File: src/rtl/sdram_aref_if.sv
`default_nettype none
// ============================================================================
//  Module      : sdram_aref_if
//  Description : Arbiter-side bundle for the SDRAM auto-refresh generator:
//                init status, grant/request handshake and the command bus.
//  Revision    : 1.0  initial release
// ============================================================================
interface sdram_aref_if;
  logic        init_end;
  logic        aref_en;
  logic        aref_req;
  logic [3:0]  aref_cmd;
  logic [1:0]  aref_bank;
  logic [12:0] aref_addr;
  logic        aref_end;

  // Arbiter / controller side
  modport master (
    output init_end,
    output aref_en,
    input  aref_req,
    input  aref_cmd,
    input  aref_bank,
    input  aref_addr,
    input  aref_end
  );

  // Refresh generator side
  modport slave (
    input  init_end,
    input  aref_en,
    output aref_req,
    output aref_cmd,
    output aref_bank,
    output aref_addr,
    output aref_end
  );
endinterface
`default_nettype wire

File: src/rtl/sdram_aref.sv
`default_nettype none
// ============================================================================
//  Module      : sdram_aref
//  Description : Periodic auto-refresh generator for the W9825G6KH SDRAM.
//                Counts the refresh interval once init is done, requests the
//                bus, and on grant issues PRECHARGE-ALL followed by AREF_NUM
//                AUTO REFRESH commands with tRP / tRFC spacing.
//  Revision    : 1.0  initial release
// ============================================================================
module sdram_aref #(
  parameter int CNT_REF_MAX = 750,
  parameter int TRP         = 2,
  parameter int TRF         = 7,
  parameter int AREF_NUM    = 2
) (
  input  wire logic   clk,
  input  wire logic   rstn,
  sdram_aref_if.slave bus
);

  localparam logic [3:0]  c_CMD_NOP  = 4'b0111;
  localparam logic [3:0]  c_CMD_PRE  = 4'b0010;
  localparam logic [3:0]  c_CMD_AREF = 4'b0001;
  localparam logic [1:0]  c_BANK     = 2'b11;
  localparam logic [12:0] c_ADDR     = 13'h1fff;  // A10=1 -> precharge all banks

  localparam logic [9:0]  c_REF_LAST = 10'(CNT_REF_MAX - 1);
  localparam logic [2:0]  c_TRP_LAST = 3'(TRP - 1);
  localparam logic [2:0]  c_TRF_LAST = 3'(TRF - 1);
  localparam logic [2:0]  c_AREF_NUM = 3'(AREF_NUM);

  typedef enum logic [2:0] {
    AREF_IDLE = 3'd0,
    AREF_PCHA = 3'd1,
    AREF_TRP  = 3'd2,
    AREF_AR   = 3'd3,
    AREF_TRF  = 3'd4,
    AREF_END  = 3'd5
  } state_t;

  state_t      r_state;
  state_t      w_state_nxt;
  logic [9:0]  r_cnt_ref;
  logic [2:0]  r_cnt_clk;
  logic [2:0]  r_cnt_aref;
  logic        r_req;
  logic [3:0]  r_cmd;
  logic [1:0]  r_bank;
  logic [12:0] r_addr;
  logic        w_ref_tick;
  logic        w_accept;
  logic        w_state_chg;

  assign w_ref_tick  = bus.init_end && (r_cnt_ref == c_REF_LAST);
  assign w_accept    = (r_state == AREF_IDLE) && bus.aref_en && bus.init_end;
  assign w_state_chg = (w_state_nxt != r_state);

  // Refresh interval counter: free-runs only while init is complete
  always_ff @(posedge clk or negedge rstn) begin
    if (!rstn)                r_cnt_ref <= '0;
    else if (!bus.init_end)   r_cnt_ref <= '0;
    else if (w_ref_tick)      r_cnt_ref <= '0;
    else                      r_cnt_ref <= r_cnt_ref + 10'd1;
  end

  // Request flag: acceptance wins over a coincident tick; ticks merge
  always_ff @(posedge clk or negedge rstn) begin
    if (!rstn)                r_req <= 1'b0;
    else if (!bus.init_end)   r_req <= 1'b0;
    else if (w_accept)        r_req <= 1'b0;
    else if (w_ref_tick)      r_req <= 1'b1;
  end

  // State register
  always_ff @(posedge clk or negedge rstn) begin
    if (!rstn) r_state <= AREF_IDLE;
    else       r_state <= w_state_nxt;
  end

  // Next-state decode of the precharge / refresh sequence
  always_comb begin
    w_state_nxt = r_state;
    case (r_state)
      AREF_IDLE: if (bus.aref_en && bus.init_end) w_state_nxt = AREF_PCHA;
      AREF_PCHA: w_state_nxt = AREF_TRP;
      AREF_TRP:  if (r_cnt_clk == c_TRP_LAST) w_state_nxt = AREF_AR;
      AREF_AR:   w_state_nxt = AREF_TRF;
      AREF_TRF:  if (r_cnt_clk == c_TRF_LAST)
                   w_state_nxt = (r_cnt_aref == c_AREF_NUM) ? AREF_END : AREF_AR;
      AREF_END:  w_state_nxt = AREF_IDLE;
      default:   w_state_nxt = AREF_IDLE;
    endcase
  end

  // Wait-cycle counter, restarted at every state boundary
  always_ff @(posedge clk or negedge rstn) begin
    if (!rstn)
      r_cnt_clk <= '0;
    else if (w_state_chg || r_state == AREF_IDLE || r_state == AREF_END)
      r_cnt_clk <= '0;
    else if (r_state == AREF_TRP || r_state == AREF_TRF)
      r_cnt_clk <= r_cnt_clk + 3'd1;
  end

  // Number of AUTO REFRESH commands issued in the current sequence
  always_ff @(posedge clk or negedge rstn) begin
    if (!rstn)                      r_cnt_aref <= '0;
    else if (r_state == AREF_IDLE)  r_cnt_aref <= '0;
    else if (r_state == AREF_AR)    r_cnt_aref <= r_cnt_aref + 3'd1;
  end

  // Registered command bus, one cycle behind the issuing state
  always_ff @(posedge clk or negedge rstn) begin
    if (!rstn) begin
      r_cmd  <= c_CMD_NOP;
      r_bank <= c_BANK;
      r_addr <= c_ADDR;
    end else begin
      r_bank <= c_BANK;
      r_addr <= c_ADDR;
      case (r_state)
        AREF_PCHA: r_cmd <= c_CMD_PRE;
        AREF_AR:   r_cmd <= c_CMD_AREF;
        default:   r_cmd <= c_CMD_NOP;
      endcase
    end
  end

  assign bus.aref_req  = r_req;
  assign bus.aref_cmd  = r_cmd;
  assign bus.aref_bank = r_bank;
  assign bus.aref_addr = r_addr;
  assign bus.aref_end  = (r_state == AREF_END);

endmodule
`default_nettype wire
File: src/flat_wrapper.sv
// flat-port wrapper written by rule: the top's interface ports become plain ports
module sdram_aref_flat 
#(
  parameter int CNT_REF_MAX = 750,
  parameter int TRP         = 2,
  parameter int TRF         = 7,
  parameter int AREF_NUM    = 2
)
  (clk, rstn, bus_init_end, bus_aref_en, bus_aref_req, bus_aref_cmd, bus_aref_bank, bus_aref_addr, bus_aref_end);
  sdram_aref_if bus_i ();
  input  wire logic clk;
  input  wire logic rstn;
  input wire logic [$bits(bus_i.init_end)-1:0] bus_init_end;
  input wire logic [$bits(bus_i.aref_en)-1:0] bus_aref_en;
  output wire logic [$bits(bus_i.aref_req)-1:0] bus_aref_req;
  output wire logic [$bits(bus_i.aref_cmd)-1:0] bus_aref_cmd;
  output wire logic [$bits(bus_i.aref_bank)-1:0] bus_aref_bank;
  output wire logic [$bits(bus_i.aref_addr)-1:0] bus_aref_addr;
  output wire logic [$bits(bus_i.aref_end)-1:0] bus_aref_end;
  assign bus_i.init_end = bus_init_end;
  assign bus_i.aref_en = bus_aref_en;
  assign bus_aref_req = bus_i.aref_req;
  assign bus_aref_cmd = bus_i.aref_cmd;
  assign bus_aref_bank = bus_i.aref_bank;
  assign bus_aref_addr = bus_i.aref_addr;
  assign bus_aref_end = bus_i.aref_end;
  sdram_aref #(.CNT_REF_MAX(CNT_REF_MAX), .TRP(TRP), .TRF(TRF), .AREF_NUM(AREF_NUM)) u_core (.clk(clk), .rstn(rstn), .bus(bus_i));
endmodule
File: config.mk
export PLATFORM = sky130hd
export DESIGN_NAME = sdram_aref_flat
export DESIGN_NICKNAME = d
export VERILOG_FILES = /design/src/rtl/sdram_aref_if.sv /design/src/rtl/sdram_aref.sv /design/src/flat_wrapper.sv
export SDC_FILE = /design/constraint.sdc
export NUM_CORES = 1
export LEC_CHECK = 0
export CELL_PAD_IN_SITES_DETAIL_PLACEMENT = 2
export CELL_PAD_IN_SITES_GLOBAL_PLACEMENT = 2
export CORE_ASPECT_RATIO = 0.8
export CORE_MARGIN = 10
export CORE_UTILIZATION = 24
export DETAILED_ROUTE_END_ITERATION = 10
export DONT_BUFFER_PORTS = 1
export PLACE_DENSITY_LB_ADDON = 0.1
export SYNTH_ARGS = -nofsm -noshare
export SYNTH_HDL_FRONTEND = slang
export SYNTH_SLANG_ARGS = --single-unit
File: constraint.sdc
create_clock -name clk -period 4.55 [get_ports clk]
set_input_delay 0.455 -clock clk [delete_from_list [all_inputs] [get_ports clk]]
set_output_delay 0.455 -clock clk [all_outputs]
set_load 0.05 [all_outputs]
# Yosys cells after proc, flatten, opt, wreduce, memory -nomap -nowiden
# Index checks and enable logic that the tools add are counted.
dict set report word_totals {
  regBits 23
  input_bits 4
  out_inout_bits 21
}
dict set report op_classes {
  addsub 3
  n_eq_ne 11
  n_mux 15
  n_reduce_logical 10
}
# op count
set ops {}
lappend ops {{3-bit two-way mux} 8}
lappend ops {{10-bit two-way mux} 2}
lappend ops {{3-bit case mux with 5 select lines} 1}
lappend ops {{10-bit by 1-bit adder with 10-bit output (second input constant)} 1}
lappend ops {{10-bit equality test (second input constant)} 1}
lappend ops {{3-bit by 2-bit equality test with 1-bit output (second input constant)} 3}
lappend ops {{3-bit equality test (second input constant)} 3}
lappend ops {{3-bit by 1-bit adder with 3-bit output (second input constant)} 2}
lappend ops {{3-bit by 1-bit equality test with 1-bit output (second input constant)} 2}
lappend ops {{3-bit case mux with 2 select lines} 1}
lappend ops {{1-bit logical AND} 4}
lappend ops {{2-bit nonzero test} 2}
lappend ops {{3-bit zero test} 1}
lappend ops {{1-bit logical OR} 3}
lappend ops {{1-bit two-way mux} 3}
lappend ops {{3-bit by 1-bit inequality test with 1-bit output (second input constant)} 1}
lappend ops {{3-bit inequality test} 1}

# Longest topological paths before layout
# Gate-level depths: netlist (run 1).
dict set report depth {
  word_depth 8
  mapped_depth 5
  mapped_depth_nobuf 5
}

# Worst setup path after synthesis (run 1)
# Ideal clock, no wire load.
dict set report synth_timing {
  path_type {flip-flop to flip-flop}
  startpoint {reg u_core.r_cnt_ref[1]}
  endpoint {reg u_core.r_cnt_ref[6]}
  setup_ps 120
  t_arrival_ps 1430
  path_slack_ps 3000
  stages_incl_launch_ff 6
  path_buffers 0
  period_less_slack_ps 1550
  cell_sequence {dfrtp_1 > inv_1 > ha_1 > nand4_2 > or4b_1 > a41o_1}
}
dict set report synth_via {
  elab_chain_len 4
}
# element line
set synth_rtl {}
lappend synth_rtl {{start, declared} sdram_aref.sv:43} ;# logic [9:0] r_cnt_ref;
lappend synth_rtl {{start signal, assigned} sdram_aref.sv:63} ;# else r_cnt_ref <= r_cnt_ref + 10'd1;
lappend synth_rtl {{parallel branches: the longest is 2 deep, another holds 10-bit by 1-bit adder with 10-bit output} n/a}
lappend synth_rtl {{10-bit two-way mux (*)} sdram_aref.sv:62} ;# else if (w_ref_tick) r_cnt_ref <= '0;
lappend synth_rtl {{10-bit two-way mux (*)} sdram_aref.sv:61} ;# else if (!bus.init_end) r_cnt_ref <= '0;
# Mark *: on every way between the ends.
# A chain may end at the register's enable or synchronous reset.

# Worst setup path after layout (run 1)
dict set report layout_timing {
  startpoint {reg u_core.r_state[2]}
  endpoint {out bus_aref_end}
}
dict set report layout_via {
  elab_chain_len 1
}
# element line
set layout_rtl {}
lappend layout_rtl {{start, declared} sdram_aref.sv:41} ;# state_t r_state;
lappend layout_rtl {{start signal, assigned} sdram_aref.sv:77} ;# else r_state <= w_state_nxt;
lappend layout_rtl {{3-bit equality test} sdram_aref.sv:133} ;# assign bus.aref_end = (r_state == AREF_END);
lappend layout_rtl {{end, declared} flat_wrapper.sv:19} ;# output wire logic [$bits(bus_i.aref_end)-1:0] bus_aref_end;
# No other way between the ends.

==> metrics.txt, run 1 <==
result of the run finished, final reports clean; largest clock skew in the final design 0.00147 ns; commonest cells in the synthesized netlist sky130_fd_sc_hd__dfrtp_1 (20), sky130_fd_sc_hd__buf_4 (17), sky130_fd_sc_hd__nand2_1 (8), sky130_fd_sc_hd__nor2_1 (8); Max Buffers Root-to-Sink 2; final layout net count around 160; Register-to-Register Path Depth 5; buffer count from post-CTS setup fixing 0; setup repair after global routing missed its margin no; clock latency at the later pin of the worst-skew pair 0.26 ns; number of unique standard cell types used by synthesis 50; Final Cycle Share a little under half; kind of end point of the critical path primary output; CP arrival 1.63 ns; Initial Util between 20 and 25%; EDFF count, synth 0; most frequent cell after synthesis sky130_fd_sc_hd__dfrtp_1; final hold vios 0; die width 106 um; biggest fanout along the worst timing path 12; yosys warns 0; number of placed I/O pins 25; pin count of the biggest net entering global routing 21; iteration-0 DRC count of the detailed router 40; Final setup viols 0; area fraction of the dominant cell type after synthesis 35.0%; detailed-routing iteration count for the pre-antenna-repair pass 4; mean instance size in the synthesized netlist just under 10 um2; standard cell core area 5850 um2; clk root buf sky130_fd_sc_hd__clkbuf_8; crit path max-delay cell type sky130_fd_sc_hd__dfrtp_1; number of buffers inserted during clock tree synthesis 3; delay of the slowest cell on the worst path 0.57 ns; part of the Yosys area used for sequential elements 40.5%; quantity of gates resized following cts 0; Clock transition at path regs 0.09 ns; Row Count 25; CTS tree done; leading register cell type out of synthesis sky130_fd_sc_hd__dfrtp_1; die area 9470 um2; launch instance of the worst min-delay path bus_init_end; hold-fix buffers at CTS 1; # diodes 0; Tot GR Track Use 8.04%; worst min-delay path class in -> reg; sequential cell area just under 600 um2; via count 1040; total count of max-transition violations in the final report 0; synthesis-to-layout area growth 5.68%; launching point of the worst reg2reg path u_core.r_cnt_ref[1]; vias in the first global route 1145; summed negative setup slack over all endpoints 0 ns; pin slew with the least headroom to its limit 0.990 ns; area taken by multi-input logic gates 729 um2; ratio of cells with drive above 1 in the final layout 8.22%; final wirelength 3810 um; H-tree depth 1; number of vias per cell 4.58; antenna violations before repair 0; global route total overflow 0; count of buffers from port buffering 0; Worst VDD drop between 0.00009 and 0.0001 V; fraction of registers with async set or reset after synthesis 100%; total DRC errors in the routed layout 0; required time reported for the critical path endpoint 4.09 ns; Mapped Cells 147; final routed wire length divided by cell count 16.8 um; Max-Cap Viols 0; hpwl dp 2720 um; main area contributors after synthesis sky130_fd_sc_hd__dfrtp_1 (35%), sky130_fd_sc_hd__buf_4 (8.9%), sky130_fd_sc_hd__ha_1 (6.1%); Die Y-Extent 89.1 um; worst reg2reg path endpoint u_core.r_cnt_ref[4]; class of the most critical setup path reg -> out; TritonCTS Sinks 23; ratio of total power to cell area ~450 nW/um2; register-to-register setup slack approximately 2.8 ns; endpoint with the worst hold slack u_core.bus.aref_req; minimum period implied by the final worst setup slack 2.09 ns; cells traversed along the worst timing path nor2b_1 > and2_1; Max Clock Freq about 0.48 GHz; critical path startpoint category flop; Routed Antenna Nets 0; first-pass GRT wire length slightly above 6000 um; sum of internal, switching and leakage power 687 uW; global placer's final weighted congestion 0.760; cell area after synthesis ~1400 um2; cell depth of the worst min-delay path 1; number of filler cells placed in the layout 672; max-slew headroom at the worst pin between 30% and 40%; cell type contributing the most total cell area after synthesis sky130_fd_sc_hd__dfrtp_1; leakage 0.636 nW; synthesized flop and latch total 23
layout by cell type, fill, tap and decap left out, types with 3 or more instances in the layout:
master,count
sky130_fd_sc_hd__dfstp_2,3
sky130_fd_sc_hd__ha_1,7
sky130_fd_sc_hd__and2_1,4
sky130_fd_sc_hd__dfrtp_1,20
sky130_fd_sc_hd__clkbuf_8,3
sky130_fd_sc_hd__nand3_1,6
sky130_fd_sc_hd__a21oi_1,4
sky130_fd_sc_hd__nor2_1,8
sky130_fd_sc_hd__inv_1,7
sky130_fd_sc_hd__xor2_1,3
sky130_fd_sc_hd__o21ai_0,6
sky130_fd_sc_hd__conb_1,16
sky130_fd_sc_hd__nor2b_1,4
sky130_fd_sc_hd__nand2_1,8
sky130_fd_sc_hd__dlygate4sd3_1,3
worst max path at each step:
stage,start,end,slack [ns],cells past startpoint
after floorplan,u_core.r_cnt_ref[1],u_core.r_cnt_ref[6],3.00,5
after global placement,u_core.r_state[2],bus_aref_end,2.81,2
after detailed placement,u_core.r_state[2],bus_aref_end,2.74,2
after CTS,u_core.r_state[2],bus_aref_end,2.42,2
after global routing,u_core.r_state[2],bus_aref_end,2.36,2
final,u_core.r_state[2],bus_aref_end,2.46,2
state kept, by name, indices dropped and copies added (netlist names):
name and count:
u_core.r_cnt_clk 3, u_core.r_cnt_aref 3, u_core.r_state 3, u_core.bus.aref_cmd 3, u_core.r_cnt_ref 10, u_core.bus.aref_req 1
cell families (layout without fill, tap and decap cells):
kind of cell,Yosys count,count (layout),synth area share [%]
simple gates,48,48,19.6
compound gates,31,31,16.5
buf+inv,29,14,12.2
flops,23,23,40.5
fa+ha+maj,7,7,6.12
xor+xnor,5,5,3.06
other cells,2,16,0.525
mux,2,2,1.49
power by group:
| part | switching (mW) | leakage (nW) | internal [mW] | total, mW |
|---|---|---|---|---|
| Clock | 0.0684 | 0.0255 | 0.0611 | 0.130 |
| Sequential | 0.0919 | 0.303 | 0.244 | 0.336 |
| Combinational | 0.137 | 0.307 | 0.0839 | 0.221 |
cell type report:
| class | count | area share [%] |
|---|---|---|
| multi-input cells | 109 | 48.2 |
| inverters | 7 | 1.74 |
| clock buffers | 3 | 2.73 |
| flip-flops and latches | 23 | 38.3 |
| clock inverters | 1 | 0.331 |
| well taps | 81 | 6.70 |
| repair buffers | 3 | 1.99 |
metal layers:
layer / wire length [um] / track usage [%] / up-vias
met1: 1920 / 10.2 / 524
met4: 40 / 2.94 / 0
met5: 0 / 0 / -
li1: - / - / 491
met3: 223 / 2.38 / 2
met2: 1640 / 12.7 / 23
per-stage QoR:
step | area (um2) | hold slack [ns] | instances | setup slack, ns | util [%]
finish | 1510 | 0.316 | 227 | 2.46 | 25.9
global route | 1510 | 0.294 | 227 | 2.36 | 25.9
detailed placement | 1440 | 0.160 | 220 | 2.74 | 24.6
floorplan | 1480 | 0.159 | 161 | 3.00 | -
CTS | 1490 | 0.00423 | 225 | 2.42 | 25.5
global placement | 1440 | 0.160 | 220 | 2.81 | 24.6
critical path: cells and delay by family, from the launching register on:
kind,cells,cell delay [ns]
flip-flops,1,0.57
AND/OR/NAND/NOR,2,0.80
No activity file was read; power rests on OpenSTA's default activity.
==> run 2: changes to the inputs <==
--- a/config.mk
+++ b/config.mk
@@ -5,6 +5,7 @@
 export SDC_FILE = /design/constraint.sdc
 export NUM_CORES = 1
 export LEC_CHECK = 0
+export ABC_AREA = 1
 export CELL_PAD_IN_SITES_DETAIL_PLACEMENT = 2
 export CELL_PAD_IN_SITES_GLOBAL_PLACEMENT = 2
 export CORE_ASPECT_RATIO = 0.8
==> constraint.sdc (replaced) <==
create_clock -name clk -period 2.2 [get_ports clk]
set_input_delay 0.22 -clock clk [delete_from_list [all_inputs] [get_ports clk]]
set_output_delay 0.22 -clock clk [all_outputs]
set_load 0.05 [all_outputs]
==> run 2 against run 1 <==
Compared with the run above:
- clock power up 110%
- clock skew up 0.0092 ns
- sequential share of layout area up 3.6 points
- combinational power up 53%
- largest cell class is now registers
- largest power group unchanged
==> metrics.txt, run 2 <==
minimum period implied by the final worst setup slack around 1.4 ns; # diodes 0 (unchanged); via count 948 (-8.8%); top register by number of flip-flops u_core.r_cnt_ref; number of buffers inserted during clock tree synthesis 3 (unchanged); area taken by multi-input logic gates 558 um2 (-23%); register-to-register setup slack 0.77 ns (-2.07 ns); clock latency at the later pin of the worst-skew pair 0.27 ns (about the same); standard cell core area 5120 um2 (-12%); P_sw 505 uW (+70%); commonest cells in the synthesized netlist sky130_fd_sc_hd__nor2_1 (24), sky130_fd_sc_hd__nand2_1 (23), sky130_fd_sc_hd__dfrtp_1 (20), sky130_fd_sc_hd__inv_1 (20), sky130_fd_sc_hd__buf_4 (17); most frequent cell after synthesis sky130_fd_sc_hd__nor2_1; count of buffers from port buffering 0 (unchanged); die width 102 um (-4.0%); ratio of total power to cell area 884 nW/um2 (+95%); die area 8750 um2 (-7.6%); Max-Cap Viols 0 (unchanged); cell family with the largest share of critical-path delay simple AND/OR/NAND/NOR gates; leakage 0.679 nW (+6.7%); Routed Antenna Nets 0 (unchanged); Max Clock Freq 0.699 GHz; Worst VDD drop 0.000274 V (+190%); final wirelength 3030 um (-21%); clk root buf sky130_fd_sc_hd__clkbuf_8; Clock transition at path regs 0.09 ns (about the same); final layout net count 170 (+7.6%); ratio of cells with drive above 1 in the final layout 10.8% (+2.5 points); first-pass GRT wire length 5350 um (-12%); worst path bufs/invs 1 (+1); Critical Path Start u_core.r_cnt_ref[1]; switching share of total power 41.4% (-2.0 points); biggest fanout along the worst timing path 7 (-5); max reg flops 10 (unchanged); P_int 716 uW (+84%); part of the Yosys area used for sequential elements 44.7% (+4.3 points); number of filler cells placed in the layout 593 (-12%); detailed-routing iteration count for the pre-antenna-repair pass 2 (-2); number of placed instances, taps included 214 (-2.7%); hpwl dp 2460 um (-9.6%); leading register cell type out of synthesis sky130_fd_sc_hd__dfrtp_1; clock group share of total power 22.2% (+3.3 points); iteration-0 DRC count of the detailed router 47 (+18%); critical path startpoint category flop; summed negative setup slack over all endpoints 0 ns (unchanged); CTS tree done; non-filler instance count after layout 220 (-3.1%); required time reported for the critical path endpoint 2.36 ns (-1.73 ns); cells traversed along the worst timing path inv_1 > ha_1 > nand2_1 > nor3_1 > nand4_2 > nand2_2 > nor2_1; CP arrival 1.59 ns (-0.04 ns); number of vias per cell 4.31 (-5.9%); TritonCTS Sinks 23 (unchanged); largest clock skew in the final design 0.0107 ns (+0.00920 ns); sequential cell area 579 um2 (unchanged); commonest non-fill, non-tap cell in the layout sky130_fd_sc_hd__nor2_1; final routed wire length divided by cell count 13.8 um (-18%); antenna violations before repair 0 (unchanged); launching point of the worst reg2reg path u_core.r_cnt_ref[1]; Mapped Cells 154 (+4.8%); global route total overflow 0 (unchanged); number of placed I/O pins 25 (unchanged); vias in the first global route 1080 (-5.7%); launch instance of the worst min-delay path bus_init_end; worst min-delay path class in -> reg; H-tree depth 1 (unchanged); quantity of gates resized following cts 0 (unchanged); result of the run finished, final reports clean; delay of the slowest cell on the worst path 0.41 ns (-0.16 ns); pin count of the biggest net entering global routing 24 (+14%); Row Count 23 (-8.0%); main area contributors after synthesis sky130_fd_sc_hd__dfrtp_1 (39%), sky130_fd_sc_hd__buf_4 (9.9%), sky130_fd_sc_hd__nor2_1 (7.0%); synthesized flop and latch total 23 (unchanged); total count of max-transition violations in the final report 0 (unchanged); Final setup viols 0 (unchanged); Initial Util 25.3% (+0.81 points); EDFF count, synth 0 (unchanged); cell type contributing the most total cell area after synthesis sky130_fd_sc_hd__dfrtp_1; synthesis-to-layout area growth 6.67%; class of the most critical setup path reg -> reg; kind of end point of the critical path flop; setup repair after global routing missed its margin no; yosys warns 0 (unchanged); fraction of registers with async set or reset after synthesis 100% (unchanged); cell area after synthesis 1290 um2 (-9.5%); Final Cycle Share 65.1%; buffer count from post-CTS setup fixing 0 (unchanged); crit path max-delay cell type sky130_fd_sc_hd__dfrtp_1; Die Y-Extent 85.7 um (-3.8%); final hold vios 0 (unchanged); Max Buffers Root-to-Sink 2 (unchanged); commonest cells after routing, fill and taps aside sky130_fd_sc_hd__nor2_1 (24), sky130_fd_sc_hd__nand2_1 (23), sky130_fd_sc_hd__inv_1 (20), sky130_fd_sc_hd__dfrtp_1 (20), sky130_fd_sc_hd__conb_1 (16); Flop pwr share 50.1% (+1.2 points); Gate power share 27.7% (-4.5 points); Tot GR Track Use 7.77% (-0.26 points); area fraction of the dominant cell type after synthesis 38.6% (+3.7 points); mean instance size in the synthesized netlist 8.41 um2 (-14%); number of unique standard cell types used by synthesis 26 (-48%); total DRC errors in the routed layout 0 (unchanged); global placer's final weighted congestion 0.722 (-5.1%)
run 2: cell types whose count changed after synthesis, sizes merged, moves of 3 or more:
cell	change
clkbuf	-3
nor2	+17
o21ai	-4
and2	-4
inv	+15
nor2b	-4
nand3	+7
nand2	+16
run 2: through the flow:
stage / cell area, um2 / worst slack [ns] / power, mW / hold WS [ns] / utilization [%]
after floorplan: 1350 / 0.865 / 0.887 / -0.0756 / -
after global placement: 1310 / 0.769 / 0.941 / -0.0747 / 25.5
after detailed placement: 1310 / 0.775 / 0.951 / -0.0743 / 25.5
after CTS: 1380 / 0.736 / 1.25 / 0.0645 / 27.0
after global routing: 1380 / 0.638 / 1.33 / 0.0616 / 27.0
final: 1380 / 0.769 / 1.22 / 0.0701 / 27.0
run 2: what timing repair did:
action                                 in CTS  in global routing
setup endpoints to repair                   0                  0
endpoints found under the hold margin      23                  0
hold buffers                                2                  0
run 2: cell families (layout without fill, tap and decap cells):
logic type                 after synthesis  in the layout  synth area share (%)
other                                    2             16                 0.580
xor gates and xnor gates                 7              7                  4.73
buffers and inverters                   39             29                  16.2
and+or+nand+nor                         68             68                  23.7
DFF                                     23             23                  44.7
AOI/OAI and AO/OA                        8              8                  3.28
adders and majority gates                7              7                  6.76
run 2: layout make-up:
cell class | instances | area share (%)
repair buffers | 3 | 2.72
clock inverters | 1 | 0.362
clock buffers | 3 | 2.99
well taps | 62 | 5.62
flip-flops and latches | 23 | 41.9
inverters | 22 | 5.98
multi-input cells | 106 | 40.4
run 2: worst paths after layout:
path                                           to  depth (start not counted)
max                           u_core.r_cnt_ref[9]                          7
min                           u_core.r_cnt_ref[1]                          2
max reg2reg                   u_core.r_cnt_ref[9]                          7
min reg2reg                   u_core.r_cnt_clk[0]                          1
max in group asynchronous  u_core.bus.aref_cmd[1]                          2
min in group asynchronous       u_core.r_state[0]                          2
run 2: routing by layer:
| metal | vias to the layer above | GRT usage (%) | wire, um |
|---|---|---|---|
| met5 | - | 0 | 0 |
| li1 | 451 | - | - |
| met3 | 5 | 3.21 | 232 |
| met1 | 470 | 9.79 | 1450 |
| met2 | 22 | 11.5 | 1300 |
| met4 | 0 | 3.07 | 52 |
run 2: power groups by stage:
| stage | registers, mW | clock network [mW] | logic [mW] |
|---|---|---|---|
| global route | 0.627 | 0.310 | 0.396 |
| detailed placement | 0.623 | 0 | 0.327 |
| floorplan | 0.602 | 0 | 0.285 |
| finish | 0.612 | 0.271 | 0.338 |
| CTS | 0.615 | 0.289 | 0.346 |
| global placement | 0.620 | 0 | 0.321 |
